File: config.mk
export PLATFORM = sky130hd
export DESIGN_NAME = mips_mc_ctrl
export DESIGN_NICKNAME = d
export VERILOG_FILES = /design/src/rtl/mips_mc_ctrl.sv
export SDC_FILE = /design/constraint.sdc
export NUM_CORES = 1
export LEC_CHECK = 0
export CAP_MARGIN = 30
export CORE_MARGIN = 2
export CORE_UTILIZATION = 35
export DETAILED_ROUTE_END_ITERATION = 12
export GPL_ROUTABILITY_DRIVEN = 0
export PLACE_DENSITY_LB_ADDON = 0.15
export SYNTH_ARGS = -nofsm -noshare
export SYNTH_HDL_FRONTEND = slang
export SYNTH_SLANG_ARGS = --single-unit
File: constraint.sdc
create_clock -name clk -period 1.45 [get_ports clk]
set_input_delay 0.145 -clock clk [delete_from_list [all_inputs] [get_ports clk]]
set_output_delay 0.145 -clock clk [all_outputs]
set_load 0.02 [all_outputs]
File: src/rtl/mips_mc_ctrl.sv
// mips_mc_ctrl: multicycle MIPS control FSM (Moore) with combinational ALU decoder.
// Supports lw, sw, R-type (add/sub/and/or/slt), beq, addi and j.
module mips_mc_ctrl #(
   parameter logic [5:0] OP_RTYPE = 6'b000000,
   parameter logic [5:0] OP_LW    = 6'b100011,
   parameter logic [5:0] OP_SW    = 6'b101011,
   parameter logic [5:0] OP_BEQ   = 6'b000100,
   parameter logic [5:0] OP_ADDI  = 6'b001000,
   parameter logic [5:0] OP_J     = 6'b000010
) (
   input  logic       clk,
   input  logic       rst_n,
   input  logic [5:0] op_i,
   input  logic [5:0] funct_i,
   input  logic       zero_i,
   output logic       pc_en_o,
   output logic       iord_o,
   output logic       mem_write_o,
   output logic       ir_write_o,
   output logic       reg_dst_o,
   output logic       mem_to_reg_o,
   output logic       reg_write_o,
   output logic       alu_src_a_o,
   output logic [1:0] alu_src_b_o,
   output logic [2:0] alu_ctrl_o,
   output logic [1:0] pc_src_o,
   output logic       illegal_o,
   output logic [3:0] state_o
);
   typedef enum logic [3:0] {
      RESET  = 4'd0,  FETCH  = 4'd1,  DECODE = 4'd2,  MEMADR = 4'd3,
      MEMRD  = 4'd4,  MEMWB  = 4'd5,  MEMWR  = 4'd6,  EXEC   = 4'd7,
      ALUWB  = 4'd8,  BRANCH = 4'd9,  ADDIEX = 4'd10, ADDIWB = 4'd11,
      JUMP   = 4'd12
   } state_e;
   state_e state_q, state_d;
   logic pc_write, branch, funct_ok;
   logic [2:0] alu_f;
   always_ff @(posedge clk or negedge rst_n)
      if (!rst_n) state_q <= RESET;
      else        state_q <= state_d;
   always_comb begin
      alu_f    = 3'b010;
      funct_ok = 1'b1;
      case (funct_i)
         6'b100000: alu_f = 3'b010;
         6'b100010: alu_f = 3'b110;
         6'b100100: alu_f = 3'b000;
         6'b100101: alu_f = 3'b001;
         6'b101010: alu_f = 3'b111;
         default:   funct_ok = 1'b0;
      endcase
   end
   always_comb begin
      state_d      = FETCH;
      pc_write     = 1'b0;
      branch       = 1'b0;
      iord_o       = 1'b0;
      mem_write_o  = 1'b0;
      ir_write_o   = 1'b0;
      reg_dst_o    = 1'b0;
      mem_to_reg_o = 1'b0;
      reg_write_o  = 1'b0;
      alu_src_a_o  = 1'b0;
      alu_src_b_o  = 2'b00;
      alu_ctrl_o   = 3'b010;
      pc_src_o     = 2'b00;
      illegal_o    = 1'b0;
      case (state_q)
         RESET: state_d = FETCH;
         FETCH: begin
            ir_write_o  = 1'b1;
            alu_src_b_o = 2'b01;
            pc_write    = 1'b1;
            state_d     = DECODE;
         end
         DECODE: begin
            alu_src_b_o = 2'b11;
            if (op_i == OP_LW || op_i == OP_SW) state_d = MEMADR;
            else if (op_i == OP_RTYPE)          state_d = EXEC;
            else if (op_i == OP_BEQ)            state_d = BRANCH;
            else if (op_i == OP_ADDI)           state_d = ADDIEX;
            else if (op_i == OP_J)              state_d = JUMP;
            else                                illegal_o = 1'b1;
         end
         MEMADR: begin
            alu_src_a_o = 1'b1;
            alu_src_b_o = 2'b10;
            state_d     = (op_i == OP_SW) ? MEMWR : MEMRD;
         end
         MEMRD: begin
            iord_o  = 1'b1;
            state_d = MEMWB;
         end
         MEMWB: begin
            mem_to_reg_o = 1'b1;
            reg_write_o  = 1'b1;
         end
         MEMWR: begin
            iord_o      = 1'b1;
            mem_write_o = 1'b1;
         end
         // an unknown funct still writes back: flagged, not trapped
         EXEC: begin
            alu_src_a_o = 1'b1;
            alu_ctrl_o  = alu_f;
            illegal_o   = ~funct_ok;
            state_d     = ALUWB;
         end
         ALUWB: begin
            reg_dst_o   = 1'b1;
            reg_write_o = 1'b1;
         end
         BRANCH: begin
            alu_src_a_o = 1'b1;
            alu_ctrl_o  = 3'b110;
            pc_src_o    = 2'b01;
            branch      = 1'b1;
         end
         ADDIEX: begin
            alu_src_a_o = 1'b1;
            alu_src_b_o = 2'b10;
            state_d     = ADDIWB;
         end
         ADDIWB: reg_write_o = 1'b1;
         JUMP: begin
            pc_src_o = 2'b10;
            pc_write = 1'b1;
         end
         default: state_d = FETCH;
      endcase
   end
   assign pc_en_o = pc_write | (branch & zero_i);
   assign state_o = state_q;
endmodule
======== Word-level counts from Yosys, hierarchy flattened ========
Index checks and enable logic that the tools add are counted.
storage, ports and cells
  flip-flop bits (word level) ............. 4
  input port bits ......................... 15
  output and inout port bits .............. 20
operators by class
  reduce and logical (&&, ||, !) cells .... 8
  multiplexer cells ....................... 27
  eq/ne operators ......................... 22
  bitwise logic cells ..................... 3
operator list
  operator                                        count
  == test 6 bit (second input constant)           7
  case mux 4 bit (6 select lines)                 1
  == test 4 bit (second input constant)           5
  2-to-1 mux 4 bit                                5
  == test 4 x 3 -> 1 bit (second input constant)  4
  2-to-1 mux 1 bit                                15
  case mux 3 bit (4 select lines)                 1
  == test 4 x 2 -> 1 bit (second input constant)  2
  == test 6 x 2 -> 1 bit (second input constant)  1
  == test 6 x 3 -> 1 bit (second input constant)  1
  == test 6 x 4 -> 1 bit (second input constant)  1
  zero test 6 bit                                 1
  case mux 2 bit (3 select lines)                 1
  case mux 3 bit (2 select lines)                 1
  OR reduction 2 bit                              3
  OR reduction 5 bit                              1
  == test 4 x 1 -> 1 bit (second input constant)  1
  case mux 2 bit (2 select lines)                 1
  OR reduction 4 bit                              1
  OR reduction 3 bit                              1
  2-to-1 mux 2 bit                                1
  case mux 1 bit (2 select lines)                 1
  AND 1 bit                                       1
  logical OR 1 bit                                1
  other kinds (2)                                 2

======== Depth between registers and ports, before layout ========
  depth after elaboration ................. 7
  mapped depth ............................ 5
  mapped depth without buffers ............ 4

======== Least setup slack after synthesis ========
No wires, ideal clock.
  path kind ............................... flip-flop to output port
  start point ............................. register state_q[1] (netlist: state_o[1])
  end point ............................... output alu_src_b_o[0]
  path slack .............................. -0.290 ns
  buffers on the path ..................... 1
  stages on the path, launching flop included .. 5
  arrival ................................. 1.595 ns
  cells stage by stage .................... dfrtp_1 buf_6 nand2b_4 nor3_1 or2_2
between the ends
  longest elaborated chain between the ends .. 3
  elaborated cells between the ends (all ways) .. 6
  classes of those cells .................. 4 x eq/ne; 1 x mux; 1 x reduce/logical
RTL lines
  element                                                  line  text
  start, declared                                          36    state_e state_q, state_d;
  start signal, assigned                                   41    else state_q <= state_d;
  == test 4 bit or == test 4 x 2 -> 1 bit (tied branches)  69    case (state_q)
  OR reduction 2 bit (no source line)                      --
  case mux 2 bit (3 select lines) *                        69
  end, declared                                            24    output logic [1:0] alu_src_b_o,
Every way passes the cells marked *; elsewhere a longest branch is shown, timed or not.

======== Worst setup path after layout ========
  start point ............................. input op_i[0]
  end point ............................... output illegal_o
between the ends
  longest elaborated chain between the ends .. 7
  elaborated cells between the ends (all ways) .. 13
  classes of those cells .................. 5 x eq/ne; 6 x mux; 2 x reduce/logical
RTL lines
  element                            line  text
  start, declared                    13    input logic [5:0] op_i,
  == test 6 x 2 -> 1 bit             83    else if (op_i == OP_J) state_d = JUMP;
  2-to-1 mux 1 bit                   83
  2-to-1 mux 1 bit                   82    else if (op_i == OP_ADDI) state_d = ADDIEX;
  2-to-1 mux 1 bit                   81    else if (op_i == OP_BEQ) state_d = BRANCH;
  2-to-1 mux 1 bit                   80    else if (op_i == OP_RTYPE) state_d = EXEC;
  2-to-1 mux 1 bit *                 79    if (op_i == OP_LW || op_i == OP_SW) state_d = MEMADR;
  case mux 1 bit (2 select lines) *  69
  end, declared                      27    output logic illegal_o,
Marked as above.

==> reports/results.tsv <==
stage	metric	value	unit
yosys	async_flop_share	100	%
detailed_routing	final_antenna_net_count	0	
pwr	power.density	1630	nW/um^2
cts	cts_buffers	3	
timing	fin_crit	1650	ps
yosys	yosysMostFrequentCell	nor2_1	
timing	slew_violations	0	
grt	grt_pass1_vias	805	
yosys	avgSynthCellArea	8.00	um^2
yosys	ys_seq_area_share	18.1	%
placed_design	placed_area	1100	um^2
pwr	p_sw_share	44.6	%
grt	grt_max_degree	7	
placed_design	io_buffers	34	
yosys	synth_flop_cell	dfrtp_1	
pwr	p_comb_share	82.4	%
worst_setup_path	arrival	1510	ps
yosys	synth_edf_count	0	
timing	fmax	0.605	GHz
pwr	p_leak	0.634	nW
worst_setup_path	startpoint_type	input port	
timing	worst_slack	-203	ps
detailed_routing	drc_errors	0	
detailed_routing	first_pass_iters	3	
placed_design	dp_slack	-548	ps
detailed_routing	viasPerCell	5.30	
yosys	synth_common_cells	6 x nor2_1, 5 x nor3_1, 5 x o21ai_0	
floorplan	die_w	43.7	um
pwr	clockPowerShare	6.8	%
worst_setup_path	reg2reg_depth	6	
grt	grt_pass1_wl	3370	um
worst_setup_path	worstSetupEndpointType	primary output	
timing	worstMarginPinSlew	349	ps
pwr	finalPower	0.00211	W
worst_hold_path	hp-class	input port to asynchronous set/reset pin	
flow_run	max-cap-violations	0	
detailed_routing	routed_wl	2260	um
floorplan	coreArea	1490	um^2
detailed_routing	vias	811	
yosys	synthDistinctLibCells	34	
pwr	cell_internal_pwr	0.00117	W
floorplan	start_util	37.1	%
yosys	synth_top_cell_area_share	18.1	%
placed_design	place_inst	143	
cts	clock-root-buffer	clkbuf_4	
worst_setup_path	worstReg2RegEnd	state_o[0]	
layout	drive_gt1_share	57.7	%
floorplan	dieArea	1910	um^2
timing	finalSetupViolations	12	
yosys	syn_area	552	um^2
floorplan	io_pins	35	
layout	postLayoutCoreUtil	87.3	%
timing	layout_worst_path_cycle_share	114	%
run_status	violations	setup timing	
cts	cts.sinks	4	
layout	fin_cells	153	
cts	htree_levels	1	
worst_setup_path	critical_path_class	input port to primary output	
timing	skew	6.96	ps
timing	hold_violations	0	
layout	fillers	89	
run_status	status	finished, violations left	
cts	cts_hold_buffers	0	
floorplan	rows	14	
layout	area_growth	136	%
worst_setup_path	r2r_slack	100	ps
cts	path_clk_slew	40	ps
grt	grt_overflow_total	0	
worst_setup_path	setup.worst_path.end	illegal_o	
placed_design	dpl.hpwl	1440	um
floorplan	die_y	43.7	um
detailed_routing	wl_per_cell	14.8	um
worst_setup_path	path_max_fanout	5	
grt	grt.total_usage	23.1	%
cts	cts_tree	built	
layout	largest_register_ffs	4	
layout	nNetsFinal	154	
yosys	synth_nets	84	
timing	slew_headroom	76.6	%
worst_setup_path	crit_start	op_i[0]	
grt	antenna_found_initial	0	
cts	clockBufferDepth	2	
yosys	synthCells	69	
pwr	vdd_drop_max	1390	uV
worst_setup_path	r2r_start	state_o[2]	
worst_setup_path	required	1310	ps
timing	rsz0062_at_grt	yes	
pwr	seqPwrFrac	10.8	%
layout	n_antenna_cell	0	
yosys	ys_ff_latch	4	
yosys	synthTopCellsByArea	dfrtp_1 18%, mux2i_1 5.4%, nor2b_1 4.5%	
layout	fin_area	1300	um^2
yosys	synth.largest_area_cell	dfrtp_1	
cts	clock_latency	240	ps
pwr	power_switching	0.000944	W
yosys	yosys_warnings	0	
detailed_routing	drt_iter0_drc	6	
[through the flow]
step / hold WS (ps) / setup TNS (ps)
after floorplan: -151 / -101
after global placement: 351 / -5230
after detailed placement: 361 / -5700
after CTS: 105 / -819
after global routing: 118 / -1950
final: 103 / -1270
[layout make-up]
type | count | area, um^2 | share of cell area (%)
Sequential cell | 4 | 104 | 7.99
Tap cell | 16 | 20.0 | 1.54
Inverter | 1 | 3.75 | 0.289
Multi-Input combinational cell | 60 | 526 | 40.4
Timing Repair Buffer | 69 | 624 | 48.0
Clock buffer | 3 | 22.5 | 1.73
[cells by family after synthesis]
logic type / count (synthesis) / synth area share, %
AO/OA/AOI/OAI: 17 / 20.2
AND/OR/NAND/NOR: 37 / 44.0
buffers and inverters: 5 / 7.03
XOR/XNOR: 2 / 3.18
multiplexers: 4 / 7.48
flip-flops: 4 / 18.1
[metal layers]
layer  vias to the layer above  wire length [um]  GRT usage, %
li1                        394                 -             -
met1                       384               868          26.3
met2                        29              1280          43.8
met3                         4                79         0.417
met4                         0                37          10.9
met5                         -                 0             0
[worst max-delay path: stages]
cell	delay, ps
clkdlybuf4s50_1	490
nor4_1	390
o21ai_0	150
nand3_1	110
o21ai_1	70
buf_4	160
[what timing repair did]
item                       CTS  global route
resized for setup          115            16
pin swaps                    5             4
setup endpoints to repair   20            16
buffers inserted             2             5
[how the worst min path moves through the flow]
stage,from,to,slack (ps),cells after the start
detailed placement,rst_n,state_o[1],360,1
global placement,rst_n,state_o[1],350,1
CTS,rst_n,state_o[3],110,1
global route,rst_n,state_o[2],120,1
floorplan,rst_n,state_o[0],-150,0
finish,rst_n,state_o[2],100,1
[cells in the final DEF, fill, tap and decap left out, types with 2 or more instances in the layout]
master,netlist,layout
mux2i_1,3,3
clkbuf_4,0,3
xor2_1,2,2
a21oi_1,2,2
nand3_1,2,2
nor4_1,2,2
buf_6,2,17
a21o_1,2,2
nor3_4,0,2
buf_4,1,34
dlygate4sd2_1,0,6
nand2_1,4,4
o21ai_1,1,2
nor2_4,0,3
o211ai_1,2,2
nor3b_1,2,2
nand2b_4,1,3
nor2b_4,0,2
dlymetal6s2s_1,0,2
nor3_1,5,2
dfrtp_2,0,3
o21ai_0,5,4
clkdlybuf4s50_1,0,9
nor2b_1,4,2
nor2_1,6,2
[power groups by stage]
stage,combinational (W),clock [W],sequential (W)
6_report,0.00174,0.000145,0.000228
5_1_grt,0.00184,0.000150,0.000235
3_3_place_gp,0.00138,0,0.000205
2_1_floorplan,0.000673,0,0.000245
3_5_place_dp,0.00140,0,0.000210
4_1_cts,0.00157,0.000147,0.000223
No activity file was read; power rests on OpenSTA's default activity.
